===== src/rtl/input_conditioner_pkg.sv =====
// Shared types and helpers for the pin input conditioner: FSM state encoding
// and the saturating increment used by the statistics counters.
package input_conditioner_pkg;

  typedef enum logic [1:0] {
    ST_LOW    = 2'd0,
    PEND_HIGH = 2'd1,
    ST_HIGH   = 2'd2,
    PEND_LOW  = 2'd3
  } cond_state_e;

  // Counters up to this width are handled by sat_inc; callers zero-extend
  // their value and pass their own all-ones ceiling.
  localparam int SAT_W = 32;

  function automatic logic [SAT_W-1:0] sat_inc(
    input logic [SAT_W-1:0] value,
    input logic [SAT_W-1:0] max_value
  );
    if (value >= max_value) begin
      return value;
    end
    return value + SAT_W'(1);
  endfunction

endpackage


===== src/rtl/sync_ff.sv =====
// Multi-flop synchroniser for a single asynchronous input bit; q is the
// last flop of a STAGES-deep shift chain.
module sync_ff #(
  parameter int STAGES = 2
) (
  input  logic clk,
  input  logic reset,
  input  logic d,
  output logic q
);

  logic [STAGES-1:0] chain;

  always_ff @(posedge clk or posedge reset) begin
    if (reset) begin
      chain <= '0;
    end else begin
      chain <= {chain[STAGES-2:0], d};
    end
  end

  assign q = chain[STAGES-1];

endmodule


===== src/rtl/input_conditioner.sv =====
// Conditions an asynchronous pin into a debounced level with one-cycle edge
// pulses, and keeps saturating counts of accepted edges and rejected glitches.
module input_conditioner
  import input_conditioner_pkg::*;
#(
  parameter int SYNC_STAGES     = 2,
  parameter int DEBOUNCE_CYCLES = 4,
  parameter int CNT_W           = 8
) (
  input  logic             clk,
  input  logic             reset,
  input  logic             pin_in,
  input  logic             enable,
  input  logic             clr_cnt,
  output logic             out_level,
  output logic             rise_pulse,
  output logic             fall_pulse,
  output logic [CNT_W-1:0] edge_cnt,
  output logic [CNT_W-1:0] glitch_cnt
);

  localparam int                DW       = $clog2(DEBOUNCE_CYCLES + 1);
  localparam logic [DW-1:0]     CNT_LAST = DW'(DEBOUNCE_CYCLES - 1);
  localparam logic [SAT_W-1:0]  CNT_MAX  = SAT_W'({CNT_W{1'b1}});

  logic        sync;
  cond_state_e state, state_n;
  logic [DW-1:0] deb_cnt, deb_cnt_n;
  logic        rise_n, fall_n;
  logic        edge_inc, glitch_inc;

  sync_ff #(
    .STAGES(SYNC_STAGES)
  ) u_sync (
    .clk  (clk),
    .reset(reset),
    .d    (pin_in),
    .q    (sync)
  );

  always_ff @(posedge clk or posedge reset) begin
    if (reset) begin
      state      <= ST_LOW;
      deb_cnt    <= '0;
      rise_pulse <= 1'b0;
      fall_pulse <= 1'b0;
    end else begin
      state      <= state_n;
      deb_cnt    <= deb_cnt_n;
      rise_pulse <= rise_n;
      fall_pulse <= fall_n;
    end
  end

  // A new level is accepted only after DEBOUNCE_CYCLES consecutive agreeing
  // samples; any disagreement while pending falls back and counts a glitch.
  always_comb begin
    state_n    = state;
    deb_cnt_n  = deb_cnt;
    rise_n     = 1'b0;
    fall_n     = 1'b0;
    edge_inc   = 1'b0;
    glitch_inc = 1'b0;

    if (!enable) begin
      deb_cnt_n = '0;
      case (state)
        PEND_HIGH: state_n = ST_LOW;
        PEND_LOW:  state_n = ST_HIGH;
        default:   state_n = state;
      endcase
    end else begin
      case (state)
        ST_LOW: begin
          if (sync) begin
            state_n   = PEND_HIGH;
            deb_cnt_n = DW'(1);
          end else begin
            deb_cnt_n = '0;
          end
        end
        PEND_HIGH: begin
          if (!sync) begin
            state_n    = ST_LOW;
            deb_cnt_n  = '0;
            glitch_inc = 1'b1;
          end else if (deb_cnt == CNT_LAST) begin
            state_n   = ST_HIGH;
            deb_cnt_n = '0;
            rise_n    = 1'b1;
            edge_inc  = 1'b1;
          end else begin
            deb_cnt_n = deb_cnt + DW'(1);
          end
        end
        ST_HIGH: begin
          if (!sync) begin
            state_n   = PEND_LOW;
            deb_cnt_n = DW'(1);
          end else begin
            deb_cnt_n = '0;
          end
        end
        PEND_LOW: begin
          if (sync) begin
            state_n    = ST_HIGH;
            deb_cnt_n  = '0;
            glitch_inc = 1'b1;
          end else if (deb_cnt == CNT_LAST) begin
            state_n   = ST_LOW;
            deb_cnt_n = '0;
            fall_n    = 1'b1;
            edge_inc  = 1'b1;
          end else begin
            deb_cnt_n = deb_cnt + DW'(1);
          end
        end
        default: begin
          state_n   = ST_LOW;
          deb_cnt_n = '0;
        end
      endcase
    end
  end

  // The level is implied by the state: PEND_LOW still reports the old high.
  assign out_level = (state == ST_HIGH) || (state == PEND_LOW);

  // A clear in the same cycle as an event wins and that event is dropped.
  always_ff @(posedge clk or posedge reset) begin
    if (reset) begin
      edge_cnt   <= '0;
      glitch_cnt <= '0;
    end else if (clr_cnt) begin
      edge_cnt   <= '0;
      glitch_cnt <= '0;
    end else begin
      if (edge_inc) begin
        edge_cnt <= CNT_W'(sat_inc(SAT_W'(edge_cnt), CNT_MAX));
      end
      if (glitch_inc) begin
        glitch_cnt <= CNT_W'(sat_inc(SAT_W'(glitch_cnt), CNT_MAX));
      end
    end
  end

endmodule


===== config.mk =====
export PLATFORM = sky130hd
export DESIGN_NAME = input_conditioner
export DESIGN_NICKNAME = d
export VERILOG_FILES = /design/src/rtl/input_conditioner_pkg.sv /design/src/rtl/sync_ff.sv /design/src/rtl/input_conditioner.sv
export SDC_FILE = /design/constraint.sdc
export NUM_CORES = 1
export LEC_CHECK = 0
export CAP_MARGIN = 20
export CORE_MARGIN = 2
export CORE_UTILIZATION = 35
export CTS_BUF_LIST = sky130_fd_sc_hd__clkbuf_2
export CTS_CLUSTER_DIAMETER = 80
export DETAILED_ROUTE_END_ITERATION = 7
export MAX_ROUTING_LAYER = met4
export PLACE_DENSITY_LB_ADDON = 0.12
export SLEW_MARGIN = 40
export SYNTH_ARGS = -nofsm -noshare
export SYNTH_HDL_FRONTEND = slang
export SYNTH_SLANG_ARGS = --single-unit

===== constraint.sdc =====
create_clock -name clk -period 1.6 [get_ports clk]
set_input_delay 0.48 -clock clk [delete_from_list [all_inputs] [get_ports clk]]
set_output_delay 0.48 -clock clk [all_outputs]
set_load 0.02 [all_outputs]

==> summary.txt <==
Global routing
  • Vias in the first global route: 994
  • Largest net degree at the start of global routing: 26
  • First-pass GRT wire length: between 4000 and 5000 um
  • Initial antenna violation count: 0
  • GRT Util Overall: 0.158
  • Overflow after GRT: 0

STA
  • Crit share post-route: 1.05
  • Fin crit period: 1680 ps
  • # setup viols final: 7
  • RSZ-0062 raised after global routing: yes
  • Max Freq: roughly 0.60 GHz
  • Worst-Margin Slew: between 300 and 400 ps
  • Worst Skew: 4.94 ps
  • Final Hold Fails: 0
  • Setup TNS: -338 ps
  • Max-slew violation count: 0
  • Rel. slew slack: 0.781
  • Setup ws final: -79.2 ps

Clocking
  • CTS H-Tree Depth: 1
  • Clock Tree Buf Depth: 2
  • Clock slew seen by the registers of the worst setup and hold paths: ~260 ps
  • TritonCTS clock tree: built
  • Root Buffer: clkbuf_2
  • Sinks on Clock Net: 25
  • Clk_lat worst skew: 350 ps
  • Cts bufs inserted: 3

Status
  • Violated checks: negative setup slack
  • Status: finished with violations

Place
  • Post-DP HPWL: between 1500 and 2000 um
  • GPL Wtd Cong: about 0.8
  • Port bufs: 23

Worst setup path
  • Startpoint types: flip-flop
  • Flop2flop setup slack: -80 ps
  • Worst endpoint required time: roughly 1900 ps
  • Reg-to-Reg End: glitch_cnt[7]
  • WS Path Type: reg -> reg
  • Worst-path fanout max: 6
  • Reg2reg start: glitch_cnt[0]
  • Worst setup EP type: flip-flop
  • Arrival time worst endpoint: 1990 ps
  • Reg2reg path depth: 6

Logic synthesis
  • Top area cells in the synthesized netlist: dfrtp_1, a21oi_1, nand3_1, o31ai_1, or4_1
  • Post-Syn Nets: between 100 and 150
  • Mapped Cells: between 100 and 150
  • Most used DFF post-synth: dfrtp_1
  • Area leader, netlist: dfrtp_1
  • Number of distinct library cells after synthesis: 28
  • Post-synthesis cell area: about 1200 um^2
  • Synth Area per Inst: roughly 10 um^2
  • Top-count cell post-synth: dfrtp_1
  • Seq/Total Area, Yosys: 0.530
  • Post-synth EDFFs: 0
  • Synth warn: 0
  • Post-synth ARST share: 1.00
  • Top post-synthesis cells by count: dfrtp_1, a21oi_1, nand3_1, nand2_1
  • Synth top area share: 0.530
  • Register bit count reported by yosys: 25

Route
  • Routed via count: 1062
  • Routed WL: 2740 um
  • Drt wl/cell: roughly 13 um
  • Drt drc: 0
  • Post-DR vias/cell: slightly below 5
  • Detailed Route Iter0 Violations: approximately 40
  • Post-route ant nets: 0
  • First drt pass iteration count: 4

Floorplan
  • Ports: 24
  • Chip width: approximately 62 um
  • Cell Rows: 21
  • Initial core utilization: 0.359
  • Die area: approximately 3900 um^2
  • Die Y: approximately 62 um
  • Core area: between 3000 and 4000 um^2

Hold path
  • Hold Crit Depth: 0
  • Min-delay src: u_sync.chain[0]
  • Hold Path End: u_sync.chain[1]
  • Hold WC Path Type: reg -> reg

Pwr
  • Design Power: 988 uW
  • VDD IR max: approximately 0.00040 V
  • PD cells: ~560 nW/um^2
  • Leakage: about 0.82 nW

Flow run
  • Max-cap violations: 0

Layout
  • Layout cells sized above 1: 0.458
  • Layout net count: around 180
  • Fillers: 309
  • Area Growth Syn to Fin: 49.4%
  • ANT cells: 0
## critical path, stage by stage, from the launching register on
cell and delay (ps):
dfrtp_2 470, ha_2 220, nand3_2 80, o2111ai_2 120
buf_4 180, or4_4 420, a21oi_2 150
## metal layers
metal  share of wire  vias to the layer above  track usage
met5               0                        -            -
met3           0.024                        2       0.0186
met2            0.50                       14        0.249
met4          0.0069                        0       0.0547
li1                -                      525            -
met1            0.47                      521        0.210
## flip-flops by register name, summed over array words and instances, names as in the netlist, named ones only
signal        count
u_sync.chain      2
fall_pulse        1
glitch_cnt        8
deb_cnt           3
rise_pulse        1
state             1
edge_cnt          8
## worst max path at each step
stage                  start            end
3_3_place_gp          enable    edge_cnt[7]
4_1_cts            flip-flop    edge_cnt[5]
3_5_place_dp          enable    edge_cnt[5]
5_1_grt        glitch_cnt[0]  glitch_cnt[7]
6_report       glitch_cnt[0]  glitch_cnt[7]
2_1_floorplan    edge_cnt[1]    edge_cnt[3]
## cell usage in the layout (no fill, tap or decap), types with 2 or more instances in the layout
| master | instances |
|---|---|
| a21oi_1 | 6 |
| a21oi_2 | 7 |
| buf_2 | 6 |
| buf_4 | 28 |
| buf_6 | 7 |
| clkbuf_2 | 10 |
| clkdlybuf4s15_1 | 2 |
| clkdlybuf4s50_1 | 3 |
| dfrtp_1 | 20 |
| dfrtp_2 | 5 |
| ha_1 | 2 |
| inv_1 | 3 |
| mux2i_1 | 2 |
| nand2_1 | 8 |
| nand3_1 | 9 |
| nand4_1 | 2 |
| nor2_1 | 5 |
| nor3b_1 | 4 |
| o21ai_0 | 6 |
| o31ai_1 | 6 |
| or3_1 | 5 |
| or4_1 | 2 |
| or4_4 | 4 |
| xor2_1 | 2 |
## cell families (layout without fill, tap and decap cells)
group | after synthesis | in the layout | share of synthesized area
xor+xnor | 4 | 4 | 0.0361
simple gates | 43 | 43 | 0.205
fa+ha+maj | 3 | 3 | 0.0318
mux | 2 | 2 | 0.0170
buf+inv | 8 | 63 | 0.0371
flops | 25 | 25 | 0.530
compound gates | 28 | 28 | 0.143
## cell type report
type,instances,area [um^2],share of cell area
clock buffer,3,15.0,0.00852
clock inverter,1,7.51,0.00426
inverter,3,11.3,0.00639
multi-input combinational,80,594,0.337
sequential,25,632,0.358
tap,46,57.6,0.0326
timing repair buffer,56,445,0.253
## stage by stage
stage	hold slack, ps	std cells	setup WS (ps)	util	instance area (um^2)
floorplan	331	113	4.43	-	1190
global placement	337	196	-466	0.486	1600
detailed placement	340	196	-505	0.486	1600
CTS	407	210	-84.9	0.515	1690
global route	423	214	-134	0.537	1760
finish	404	214	-79.2	0.537	1760
## power by group
group          internal, mW  switching (mW)
clock                0.0580           0.206
sequential            0.641         0.00678
combinational        0.0366          0.0407
total                 0.735           0.253
## timing repair
item / CTS / global route
buffers inserted: 10 / 3
resized for setup: 52 / 42
hold endpoints to repair: 0 / 0
gates cloned: 0 / 1
pin swaps: 2 / 9
hold buffers: 0 / 0
endpoints found under the setup margin: 28 / 34
No activity file was read; power rests on OpenSTA's default activity.
==> RTL change: new RTL, same settings <==
Encoding of `cond_state_e`: now one-hot (4 bits for 4 states).
--- a/src/rtl/input_conditioner_pkg.sv
+++ b/src/rtl/input_conditioner_pkg.sv
@@ -4,7 +4,7 @@
 
-  typedef enum logic [1:0] {
-    ST_LOW    = 2'd0,
-    PEND_HIGH = 2'd1,
-    ST_HIGH   = 2'd2,
-    PEND_LOW  = 2'd3
+  typedef enum logic [3:0] {
+    ST_LOW    = 4'b0001,
+    PEND_HIGH = 4'b0010,
+    ST_HIGH   = 4'b0100,
+    PEND_LOW  = 4'b1000
   } cond_state_e;
Formal check against the unedited RTL: no difference found for any inputs over 10 cycles, from zero or initial values and one cycle with reset high; not proved beyond that.
==> RTL change against the unedited design <==
The flow still finishes with violations (negative setup slack). Cell area is 50% higher. Wire length is 67% higher. Global-route usage is 3.8 points higher. Synthesized area is 33% higher. Sequential cell count is 2 higher. Worst setup slack worse by 0.24 ns. Clock power is 2% higher. First-iteration DRC count is 140% higher. Clock skew is 0.0016 ns lower. Total power is 110% higher.
==> RTL change: results (changes against the unedited design) <==
* GP Congestion at 0.9036 (+14%)
* Setup TNS at -4.845 ns (-4.507 ns)
* Critical-path top delay cell: dfrtp_2
* Routed vias/inst at 5.538 (+12%)
* Final Setup Violations at 23 (+16)
* Post-synthesis adder-cell area fraction at 2.400% (-0.78 points)
* Top cells by count, synth: dfrtp_1, nand2_1, a21oi_1
* Syn Inst Count at 172 (+52%)
* Max IR drop VDD at 631.0 µV (+59%)
* Setup crit start: state[3]$_DFFE_PP0P_
* Layout cells sized above 1 at 53.75% (+7.9 points)
* End point of the critical path: edge_cnt[0]$_DFFE_PP0P_
* FF-to-FF End: edge_cnt[0]$_DFFE_PP0P_
* DP Wirelength at 2.873 mm (+59%)
* Pin count of the biggest net entering global routing at 28 (+7.7%)
* Worst Hold Path Cells at 0 (unchanged)
* Reported sequential group power at 0.780 mW (+21%)
* Final #Nets at 262 (+48%)
* Clock skew at 0.003303 ns (-0.001642 ns)
* Data arrival time of the critical path at 2.25 ns (+0.26 ns)
* Status: complete, but fails checks
* Worst Reg-to-Reg Cells at 6 (unchanged)
* Antenna violations before repair at 0 (unchanged)
* Fillers at 362 (+17%)
* Synth top area cells: dfrtp_1, a21oi_1, o31ai_1, o21ai_0, nand2_1
* Sequential element share of the synthesized area at 43.28% (-9.7 points)
* DP Area at 2121 µm² (+33%)
* Setup WS pre-CTS at -0.8457 ns (-0.3403 ns)
* First-pass GRT wire length at 7.838 mm (+79%)
* Number of enable flip-flop cells after synthesis at 0 (unchanged)
* Min-Delay Startpoint: u_sync.chain[0]$_DFF_PP0_
* Syn Nets at 180 (+49%)
* Num CTS Buffers at 3 (unchanged)
* Dpl cells at 269 (+37%)
* P_sw at 0.7502 mW (+200%)
* R2R Path Start: state[3]$_DFFE_PP0P_
* Leak at 1.117 nW (+36%)
* Post-CTS sizing at 96 (+85%)
* Vias in the first global route at 1750 (+76%)
* DR WL/cell at 14.95 µm (+17%)
* Gr usage total at 19.55% (+3.8 points)
* Crit Path Max Fanout at 6 (unchanged)
* R2r setup slk at -0.32 ns (-0.24 ns)
* Worst slew pin tran at 0.4810 ns (+0.1547 ns)
* Starting DRC count in detailed routing at 100 (+140%)
* Post CTS Setup Buffer Count at 27 (+17)
* Clk pwr share at 13.1% (-14 points)
* CP peak stage delay at 0.51 ns (+0.04 ns)
* Failing checks: negative setup slack
* Reg power frac at 38.0% (-28 points)
* Mux contribution to synthesized area at 2.720% (+1.0 points)
* Final worst setup slack at -0.3232 ns (-0.2439 ns)
* Largest regs: edge_cnt (8), glitch_cnt (8), state (4)
* Worst hold slack at 0.3925 ns (-0.01104 ns)
* Distinct cells, synth at 44 (+57%)
* Final std cells w/o fill at 305 (+43%)
* Synth Area in Compound Gates at 18.24% (+3.9 points)
* Xor/xnor share of the synthesized area at 1.680% (-1.9 points)
## RTL change: cell count changes in the layout (fill, tap and decap cells not counted), moves of 4 or more
cell / unedited run / this run
nor3_1: 0 / 4
buf_6: 7 / 23
buf_4: 28 / 43
nor2_1: 5 / 9
nand2_1: 8 / 12
a21oi_1: 6 / 1
inv_1: 3 / 8
## RTL change: metal layers
metal / share of wire [%] / GRT usage [%] / vias up / wire (µm)
met2: 54 / 34.48 / 38 / 2457
met3: 3.0 / 3.561 / 4 / 138
met1: 42 / 23.78 / 838 / 1934
met4: 0.66 / 3.145 / 0 / 30
li1: - / - / 809 / -
met5: 0 / - / - / 0
## RTL change: area by class of cell
class                      count  area, µm²  area share (%)
multi-input combinational    127       1110           42.10
timing repair buffer          87      730.7           27.72
sequential                    27      680.7           25.82
tap                           52      65.06           2.468
inverter                       8      30.03           1.139
clock buffer                   3      15.01          0.5695
clock inverter                 1      5.005          0.1898
